$ cat config.mk
export PLATFORM = sky130hd
export DESIGN_NAME = vt_deletion_decoder_flat
export DESIGN_NICKNAME = d
export VERILOG_FILES = /design/src/rtl/vt_deletion_decoder_if.sv /design/src/rtl/vt_deletion_decoder.sv /design/src/flat_wrapper.sv
export SDC_FILE = /design/constraint.sdc
export NUM_CORES = 1
export LEC_CHECK = 0
export BUFFER_PORTS_ARGS = -buffer_cell sky130_fd_sc_hd__buf_2
export CORE_MARGIN = 3
export CORE_UTILIZATION = 55
export DETAILED_ROUTE_END_ITERATION = 10
export PLACE_DENSITY_LB_ADDON = 0.1
export SLEW_MARGIN = 30
export SYNTH_ARGS = -nofsm -noshare
export SYNTH_HDL_FRONTEND = slang
export SYNTH_SLANG_ARGS = --single-unit
$ cat constraint.sdc
create_clock -name clk -period 9.9 [get_ports clk]
set_input_delay 1.98 -clock clk [delete_from_list [all_inputs] [get_ports clk]]
set_output_delay 1.98 -clock clk [all_outputs]
set_load 0.005 [all_outputs]
$ cat src/rtl/vt_deletion_decoder_if.sv
// Handshake bundle for the VT deletion decoder: word in, result out.
// master = producer/consumer side, slave = decoder side.
interface vt_deletion_decoder_if #(
  parameter int N          = 10,
  parameter int DATA_WIDTH = 32
);
  logic                  in_valid;
  logic                  in_ready;
  logic [DATA_WIDTH-1:0] data_in;
  int                    n_in;
  logic                  out_valid;
  logic                  out_ready;
  logic [N-1:0]          data_out;
  logic [1:0]            status;

  modport master (
    output in_valid, data_in, n_in, out_ready,
    input  in_ready, out_valid, data_out, status
  );

  modport slave (
    input  in_valid, data_in, n_in, out_ready,
    output in_ready, out_valid, data_out, status
  );
endinterface

$ cat src/rtl/vt_deletion_decoder.sv
// Varshamov-Tenengolts single-deletion decoder (IDLE/SUM/LOCATE/DONE).
// Ports: clk, rst_n (async low), bus (slave); VT_DEC_STATS_EN adds cnt_corr/cnt_fail.
module vt_deletion_decoder #(
  parameter int N          = 10,
  parameter int DATA_WIDTH = 32,
  parameter int A          = 0
) (
  input  logic                  clk,
  input  logic                  rst_n,
  vt_deletion_decoder_if.slave  bus
`ifdef VT_DEC_STATS_EN
  ,
  output logic [15:0]           cnt_corr,
  output logic [15:0]           cnt_fail
`endif
);

  localparam int CW = $clog2(N + 1);
  localparam logic [CW-1:0] AM = CW'(A % (N + 1));
  localparam logic [CW-1:0] NN = CW'(N);
  localparam logic [CW-1:0] NL = CW'(N - 1);

  typedef enum logic [1:0] {IDLE, SUM, LOCATE, DONE} state_e;

  state_e          state_q, state_d;
  logic [N-1:0]    y_q, y_d;
  logic [CW-1:0]   n_q, n_d;
  logic [CW-1:0]   k_q, k_d;
  logic [CW-1:0]   s_q, s_d;
  logic [CW-1:0]   w_q, w_d;
  logic [CW-1:0]   ones_q, ones_d;
  logic [N-1:0]    data_q, data_d;
  logic [1:0]      status_q, status_d;

  logic            accept;
  logic            release_out;
  logic            len_ok;
  logic            sum_last;
  logic            stop;
  logic            del_bit;
  logic [CW-1:0]   s_nxt;
  logic [CW-1:0]   dd;
  logic [CW-1:0]   tt;
  logic [CW-1:0]   rem;
  logic [CW-1:0]   zeros;
  logic [N-1:0]    shifted;
  logic [N-1:0]    ins;

  assign accept      = bus.in_valid && bus.in_ready;
  assign release_out = bus.out_valid && bus.out_ready;
  assign len_ok      = (bus.n_in == N) || (bus.n_in == N - 1);
  assign sum_last    = (k_q == n_q - CW'(1));

  // Checksum step, reduced every cycle so it never exceeds N.
  always_comb begin
    int t;
    t = int'(s_q);
    if (y_q[k_q]) t = t + int'(k_q) + 1;
    if (t > N) t = t - (N + 1);
    s_nxt = CW'(t);
  end

  // Deficiency D = (A - s) mod (N+1) on the final checksum.
  always_comb begin
    int d;
    d = (int'(AM) >= int'(s_q)) ? int'(AM) - int'(s_q)
                                : int'(AM) + N + 1 - int'(s_q);
    dd = CW'(d);
  end

  // rem = w - ones seen so far; zeros = p - ones seen so far.
  assign del_bit = (dd > w_q);
  assign tt      = dd - w_q - CW'(1);
  assign rem     = w_q - ones_q;
  assign zeros   = k_q - ones_q;
  assign stop    = (k_q == NL) ||
                   (del_bit ? (zeros == tt) : (rem == dd));

  assign shifted = {y_q[N-2:0], 1'b0};

  always_comb begin
    ins = '0;
    for (int i = 0; i < N; i++) begin
      if (i < int'(k_q))       ins[i] = y_q[i];
      else if (i == int'(k_q)) ins[i] = del_bit;
      else                     ins[i] = shifted[i];
    end
  end

  always_ff @(posedge clk or negedge rst_n) begin
    if (!rst_n) state_q <= IDLE;
    else        state_q <= state_d;
  end

  always_comb begin
    state_d = state_q;
    unique case (state_q)
      IDLE:    if (accept)      state_d = len_ok ? SUM : DONE;
      SUM:     if (sum_last)    state_d = (n_q == NN) ? DONE : LOCATE;
      LOCATE:  if (stop)        state_d = DONE;
      DONE:    if (release_out) state_d = IDLE;
      default:                  state_d = IDLE;
    endcase
  end

  always_comb begin
    bus.in_ready  = (state_q == IDLE) && rst_n;
    bus.out_valid = (state_q == DONE);
    bus.data_out  = data_q;
    bus.status    = status_q;
  end

  always_comb begin
    y_d      = y_q;
    n_d      = n_q;
    k_d      = k_q;
    s_d      = s_q;
    w_d      = w_q;
    ones_d   = ones_q;
    data_d   = data_q;
    status_d = status_q;
    unique case (state_q)
      IDLE: begin
        if (accept) begin
          y_d    = bus.data_in[N-1:0];
          n_d    = len_ok ? CW'(bus.n_in) : '0;
          k_d    = '0;
          s_d    = '0;
          w_d    = '0;
          ones_d = '0;
          if (!len_ok) begin
            data_d   = '0;
            status_d = 2'b10;
          end
        end
      end
      SUM: begin
        s_d = s_nxt;
        w_d = w_q + CW'(y_q[k_q]);
        k_d = k_q + CW'(1);
        if (sum_last) begin
          k_d = '0;
          if (n_q == NN) begin
            data_d   = y_q;
            status_d = (s_nxt == AM) ? 2'b00 : 2'b10;
          end
        end
      end
      LOCATE: begin
        if (stop) begin
          data_d   = ins;
          status_d = 2'b01;
        end else begin
          k_d    = k_q + CW'(1);
          ones_d = ones_q + CW'(y_q[k_q]);
        end
      end
      default: ;
    endcase
  end

  always_ff @(posedge clk or negedge rst_n) begin
    if (!rst_n) begin
      y_q      <= '0;
      n_q      <= '0;
      k_q      <= '0;
      s_q      <= '0;
      w_q      <= '0;
      ones_q   <= '0;
      data_q   <= '0;
      status_q <= '0;
    end else begin
      y_q      <= y_d;
      n_q      <= n_d;
      k_q      <= k_d;
      s_q      <= s_d;
      w_q      <= w_d;
      ones_q   <= ones_d;
      data_q   <= data_d;
      status_q <= status_d;
    end
  end

`ifdef VT_DEC_STATS_EN
  logic [15:0] cnt_corr_q, cnt_corr_d;
  logic [15:0] cnt_fail_q, cnt_fail_d;

  always_comb begin
    cnt_corr_d = cnt_corr_q;
    cnt_fail_d = cnt_fail_q;
    if (release_out) begin
      if (status_q == 2'b01 && cnt_corr_q != 16'hFFFF)
        cnt_corr_d = cnt_corr_q + 16'd1;
      if (status_q == 2'b10 && cnt_fail_q != 16'hFFFF)
        cnt_fail_d = cnt_fail_q + 16'd1;
    end
  end

  always_ff @(posedge clk or negedge rst_n) begin
    if (!rst_n) begin
      cnt_corr_q <= '0;
      cnt_fail_q <= '0;
    end else begin
      cnt_corr_q <= cnt_corr_d;
      cnt_fail_q <= cnt_fail_d;
    end
  end

  assign cnt_corr = cnt_corr_q;
  assign cnt_fail = cnt_fail_q;
`endif

endmodule

$ cat src/flat_wrapper.sv
// flat-port wrapper written by rule: the top's interface ports become plain ports
module vt_deletion_decoder_flat 
#(
  parameter int N          = 10,
  parameter int DATA_WIDTH = 32,
  parameter int A          = 0
)
  (clk, rst_n, bus_in_valid, bus_data_in, bus_n_in, bus_out_ready, bus_in_ready, bus_out_valid, bus_data_out, bus_status);
  vt_deletion_decoder_if #(.N(N), .DATA_WIDTH(DATA_WIDTH)) bus_i ();
  input  logic clk;
  input  logic rst_n;
  input wire logic [$bits(bus_i.in_valid)-1:0] bus_in_valid;
  input wire logic [$bits(bus_i.data_in)-1:0] bus_data_in;
  input wire logic [$bits(bus_i.n_in)-1:0] bus_n_in;
  input wire logic [$bits(bus_i.out_ready)-1:0] bus_out_ready;
  output wire logic [$bits(bus_i.in_ready)-1:0] bus_in_ready;
  output wire logic [$bits(bus_i.out_valid)-1:0] bus_out_valid;
  output wire logic [$bits(bus_i.data_out)-1:0] bus_data_out;
  output wire logic [$bits(bus_i.status)-1:0] bus_status;
  assign bus_i.in_valid = bus_in_valid;
  assign bus_i.data_in = bus_data_in;
  assign bus_i.n_in = bus_n_in;
  assign bus_i.out_ready = bus_out_ready;
  assign bus_in_ready = bus_i.in_ready;
  assign bus_out_valid = bus_i.out_valid;
  assign bus_data_out = bus_i.data_out;
  assign bus_status = bus_i.status;
  vt_deletion_decoder #(.N(N), .DATA_WIDTH(DATA_WIDTH), .A(A)) u_core (.clk(clk), .rst_n(rst_n), .bus(bus_i));
endmodule
==> results of run 1 <==
==> registers in the layout, summed over array words and instances (netlist names) <==
register             cells
u_core.y_q              10
u_core.ones_q            4
u_core.k_q               4
u_core.bus.data_out     10
u_core.w_q               4
u_core.bus.status        2
u_core.s_q               4
u_core.n_q               4
u_core.state_q           2
==> layout make-up <==
cell class / instances / share of cell area [%]
Inverter: 31 / 2.76
Clock inverter: 3 / 1.10
Timing Repair Buffer: 62 / 7.53
Multi-Input combinational cell: 345 / 58.6
Tap cell: 77 / 2.28
Sequential cell: 44 / 26.1
Clock buffer: 5 / 1.63
==> critical path, cell delays in order <==
cell and delay (ns):
buf_2 0.07, buf_4 0.48, and2_1 0.23, buf_2 0.12
==> through the flow <==
stage	hold slack (ns)	cell area, um^2	instances	utilization [%]
2_1_floorplan	0.473	3760	436	-
3_3_place_gp	0.460	4100	559	63.1
3_5_place_dp	0.462	4100	559	63.1
4_1_cts	0.484	4210	567	64.9
5_1_grt	0.508	4220	567	64.9
6_report	0.478	4220	567	64.9
==> power groups by stage <==
stage | registers, W | clock network, W | logic, W
2_1_floorplan | 0.000298 | 0 | 0.000912
4_1_cts | 0.000324 | 0.000150 | 0.00114
3_3_place_gp | 0.000325 | 0 | 0.00111
6_report | 0.000326 | 0.000148 | 0.00115
3_5_place_dp | 0.000328 | 0 | 0.00114
5_1_grt | 0.000337 | 0.000158 | 0.00130
==> final timing paths <==
path                                        start                endpoint  slack, ns  cells past startpoint
setup / recovery                            rst_n            bus_in_ready       5.02                      4
hold / removal             u_core.bus.data_out[9]  u_core.bus.data_out[9]       0.48                      2
min in group asynchronous                   rst_n           u_core.w_q[3]       1.75                      2
hold reg to reg            u_core.bus.data_out[9]  u_core.bus.data_out[9]       0.48                      2
setup reg to reg                    u_core.k_q[0]    u_core.bus.status[1]       5.87                     13
max in group asynchronous                   rst_n           u_core.y_q[3]       7.76                      2
==> layout by cell type (no fill, tap or decap), drive strengths merged, types with 5 or more instances in the layout <==
master,count
dfrtp,44
o21ai,36
mux2i,12
nand2,69
nor4,8
clkbuf,5
nor3,8
buf,62
and2,5
o31ai,11
xnor2,22
a21oi,23
nor2,15
a211oi,5
nand3,10
inv,32
xor2,5
ha,34
==> cell families (layout without fill, tap and decap cells) <==
| kind of cell | after synthesis | in the layout |
|---|---|---|
| simple gates | 144 | 144 |
| compound gates | 118 | 118 |
| buf+inv | 47 | 101 |
| flops | 44 | 44 |
| fa+ha+maj | 38 | 38 |
| xor+xnor | 28 | 28 |
| mux | 17 | 17 |
==> per-layer routing <==
metal  wire [um]  track usage (%)  vias up
met5           0                0        -
met4         159             7.14        0
met3         529             3.63       13
met2        4390             41.4      115
met1        4070             32.9     1618
li1            -                -     1689
==> impl_metrics.py, run 1 <==
metrics = {
    "outcome": {
        "status": "finished, final reports clean",
    },
    "cells_and_area": {
        "multi_input_area_mm2": 0.00247,
        "n_antenna_cell": 0,
        "fillers": 579,
        "final-seq-area_mm2": 0.00110,
        "syn2layout_area_growth_pct": 12.2,
        "drive_gt1_share_pct": 17.8,
        "layout.nets": 595,
    },
    "pwr": {
        "p_clk_share_pct": 9.1,
        "p_sw_w": 0.000804,
        "pwr-share-comb_pct": 70.9,
        "power_frac_seq_pct": 20.0,
        "sw_frac_of_total_pct": 49.4,
        "p_leak_nw": 1.94,
        "power_density_mw_per_mm2": 386,
        "ir_worst_vdd_mv": 0.168,
        "total_power_w": 0.00163,
        "p_int_w": 0.000825,
    },
    "timing": {
        "rsz0062_at_grt": "no",
        "setup_viol": 0,
        "hold_viol_final": 0,
        "final.period_utilization_pct": 49.3,
        "layout_setup_ws_ns": 5.02,
        "maxSlewViolCount": 0,
        "final.setup.tns_ns": 0,
        "period_minus_slack_ns": 4.88,
        "max_freq_mhz": 205,
        "worst_pin_slew_ns": 0.853,
        "finalClockSkew_ns": 0.00844,
        "slew_headroom_pct": 42.6,
    },
    "yosys": {
        "synthArstFlopShare_pct": 100,
        "synth.distinct_cells": 68,
        "ys_seq_area_share_pct": 29.3,
        "yosysMostFrequentCell": "nand2_1",
        "synth_top_cell_by_area": "dfrtp_1",
        "ys_ff_latch": 44,
        "synth_top_family_by_area": "compound AO/OA/AOI/OAI gates",
        "synth_fa_ha_area_share_pct": 13.4,
        "synthMuxAreaShare_pct": 5.09,
        "syn-cell-area_mm2": 0.00376,
        "synth-edff-count": 0,
        "synth_nets": 542,
        "synth_compound_area_share_pct": 20.9,
        "ys_top_cells_by_count": "69 x nand2_1, 44 x dfrtp_1, 34 x ha_1",
        "synthSimpleGateAreaFrac_pct": 19.0,
        "synth_top_flop_cell": "dfrtp_1",
        "synth_xor_area_share_pct": 7.12,
        "syn_inst": 436,
        "avgSynthCellArea_um2": 8.62,
        "ys_warn_count": 0,
        "synth.top_cell.area_share_pct": 29.3,
        "synth_area_leaders": "dfrtp_1 29%, ha_1 11%, nand2_1 6.9%",
    },
    "cts": {
        "clk_pin_slew_worst_paths_ns": 0.09,
        "cts_hold_buf": 0,
        "ctsLongestPathBuffers": 2,
        "insertion_delay_ns": 0.31,
        "cts_buffers": 5,
        "cts_resized": 0,
        "cts_tree": "done",
        "cts_setup_buffers": 0,
        "htree_levels": 2,
        "cts-root-buf": "clkbuf_8",
        "cts.sinks": 44,
    },
    "die": {
        "fp-row-count": 29,
        "core-area_mm2": 0.00649,
        "initial_utilization_pct": 57.9,
        "die_h_um": 88.7,
        "dieWidth_um": 88.7,
        "pin_count": 82,
        "die_area_mm2": 0.00786,
    },
    "setup_path": {
        "crit_type": "primary input to output pin",
        "cp-end-kind": "output pin",
        "path_max_fanout": 46,
        "critPathArrivalTime_ns": 2.90,
        "worstSetupStartpointType": "primary input",
        "critPathRequiredTime_ns": 7.92,
    },
    "routing": {
        "first_pass_iters": 5,
        "drtIter0Drc": 219,
        "via_count": 3435,
        "drt-wirelength-per-cell_um": 16.1,
        "post_drt_via_cell_ratio": 6.06,
        "ant_nets": 0,
        "drc": 0,
        "drt-total-wl_um": 9150,
    },
    "placement": {
        "io_buffers": 59,
        "routabilityCongestion": 0.847,
        "place_ws_ns": 4.97,
        "dpl.hpwl_um": 6850,
    },
    "global_route": {
        "overflow": 0,
        "grt_max_degree": 47,
        "grt_use_total_pct": 24.7,
        "grt_pass1_wl_um": 15200,
        "grt_pass1_vias": 3264,
        "antenna_found_initial": 0,
    },
    "flow_run": {
        "drv_cap": 0,
    },
    "hold_path": {
        "hp-class": "flip-flop to flip-flop",
    },
}
(Power assumes the default switching activity.)
==> run 2: changes to the inputs <==
clock period = 4.6 ns   (was 9.9 ns; I/O delays follow)
==> run 2 against run 1 <==
Core utilization rose by 0.23 points. Critical path depth increased by 9. Count of clock-buffer cells in the layout unchanged. Clock power up 110%. Sequential share of layout area fell by 0.093 points. Total power is 120% higher. Largest power group unchanged. Highest routed layer unchanged. Global-route usage rose by 0.87 points. First-iteration DRC count grew 6.4%. Combinational power grew 120%. Non-clock buffer count rose by 3. Clock skew up 0.0028 ns.
==> impl_metrics.py, run 2 (synthesis gave the netlist of run 1 again) <==
metrics = {
    "outcome": {
        "status": "finished, final reports clean",
    },
    "timing": {
        "maxSlewViolCount": 0,
        "max_freq_mhz": 252,
        "final.period_utilization_pct": 86.3,
        "setup_viol": 0,
        "period_minus_slack_ns": 3.97,
        "worst_pin_slew_ns": 0.794,
        "layout_setup_ws_ns": 0.632,
        "slew_headroom_pct": 46.6,
        "final.setup.tns_ns": 0,
        "rsz0062_at_grt": "no",
        "hold_viol_final": 0,
        "finalClockSkew_ns": 0.0112,
    },
    "setup_path": {
        "cpLargestDelayFamily": "multiplexers",
        "critPathMaxStageDelay_ns": 0.77,
        "cp-end-kind": "flip-flop",
        "crit_chain": "mux4_2 > and2_4 > nor3_4 > mux2i_1 > inv_1 > ha_1 > nor2_1 > nand4_1 > and4_1 > o21ai_2 > a311o_2 > o2111ai_1 > a22o_1",
        "crit_buf_inv": 1,
        "path_max_fanout": 14,
        "critPathArrivalTime_ns": 4.17,
        "crit_type": "flip-flop to flip-flop",
        "critPathRequiredTime_ns": 4.80,
        "worstSetupStartpointType": "flip-flop",
        "crit_path_top_delay_cell": "dfrtp_1",
    },
    "global_route": {
        "overflow": 0,
        "grt_pass1_vias": 3249,
        "grt_use_total_pct": 25.5,
        "antenna_found_initial": 0,
        "grt_max_degree": 46,
        "grt_pass1_wl_um": 15700,
    },
    "cts": {
        "cts-root-buf": "clkbuf_8",
        "clk_pin_slew_worst_paths_ns": 0.10,
        "cts_setup_buffers": 0,
        "cts_resized": 0,
        "insertion_delay_ns": 0.31,
        "cts_hold_buf": 0,
        "ctsLongestPathBuffers": 2,
        "cts.sinks": 44,
        "cts_tree": "done",
        "htree_levels": 2,
        "cts_buffers": 5,
    },
    "placement": {
        "routabilityCongestion": 0.885,
        "dpl.hpwl_um": 7180,
        "io_buffers": 59,
        "place_ws_ns": 0.660,
    },
    "cells_and_area": {
        "layout.nets": 598,
        "n_antenna_cell": 0,
        "final_cell_mix": "69 x nand2_1, 59 x buf_2, 44 x dfrtp_1",
        "final_common_cell": "nand2_1",
        "final-seq-area_mm2": 0.00110,
        "syn2layout_area_growth_pct": 12.6,
        "fillers": 583,
        "multi_input_area_mm2": 0.00247,
        "drive_gt1_share_pct": 18.1,
    },
    "die": {
        "pin_count": 82,
        "core-area_mm2": 0.00649,
        "fp-row-count": 29,
        "initial_utilization_pct": 57.9,
        "dieWidth_um": 88.7,
        "die_h_um": 88.7,
        "die_area_mm2": 0.00786,
    },
    "hold_path": {
        "hp-class": "flip-flop to flip-flop",
    },
    "routing": {
        "drt-total-wl_um": 9460,
        "ant_nets": 0,
        "drc": 0,
        "drtIter0Drc": 233,
        "drt-wirelength-per-cell_um": 16.6,
        "first_pass_iters": 5,
        "post_drt_via_cell_ratio": 6.10,
        "via_count": 3475,
    },
    "pwr": {
        "total_power_w": 0.00357,
        "p_leak_nw": 1.95,
        "ir_worst_vdd_mv": 0.387,
        "power_density_mw_per_mm2": 843,
    },
    "flow_run": {
        "drv_cap": 0,
    },
}
==> run 2: routing by layer <==
| layer | part of all wire [%] | global-route usage (%) | vias up |
|---|---|---|---|
| met5 | 0 | 0 | - |
| met4 | 1.2 | 7.01 | 0 |
| met3 | 5.5 | 3.45 | 12 |
| met2 | 48 | 42.1 | 129 |
| met1 | 45 | 35.2 | 1639 |
| li1 | - | - | 1695 |
==> run 2: final timing paths <==
kind	to	slack [ns]	from	cells after the start
worst max-delay path	u_core.bus.status[1]	0.63	u_core.k_q[0]	13
worst min-delay path	u_core.bus.data_out[9]	0.48	u_core.bus.data_out[9]	2
worst max register to register	u_core.bus.status[1]	0.63	u_core.k_q[0]	13
worst min register to register	u_core.bus.data_out[9]	0.48	u_core.bus.data_out[9]	2
max in group asynchronous	u_core.bus.data_out[5]	3.45	rst_n	2
min in group asynchronous	u_core.w_q[3]	0.74	rst_n	2
==> run 2: area by class of cell <==
type,count,area share [%]
Multi-Input combinational cell,345,58.3
Sequential cell,44,26.0
Timing Repair Buffer,65,8.04
Inverter,31,2.75
Tap cell,77,2.28
Clock buffer,5,1.63
Clock inverter,3,1.01
==> run 2: report_power, final <==
group	total, W	switching, W	internal, W
registers	0.000701	0.000184	0.000517
clock network	0.000309	0.000148	0.000161
logic	0.00256	0.00142	0.00114
==> run 2: worst register-to-register path: stages, from the launching register on <==
cell	delay, ns
dfrtp_1	0.77
mux4_2	0.61
and2_4	0.19
nor3_4	0.31
mux2i_1	0.36
inv_1	0.11
ha_1	0.23
nor2_1	0.14
nand4_1	0.12
and4_1	0.21
o21ai_2	0.25
a311o_2	0.17
o2111ai_1	0.13
a22o_1	0.24
==> run 2: through the flow <==
step	utilization [%]	hold WS [ns]	area, um^2	cells
4_1_cts	65.2	0.480	4230	570
6_report	65.2	0.476	4230	570
2_1_floorplan	-	0.473	3760	436
5_1_grt	65.2	0.503	4230	570
3_5_place_dp	63.5	0.460	4120	562
3_3_place_gp	63.5	0.459	4120	562
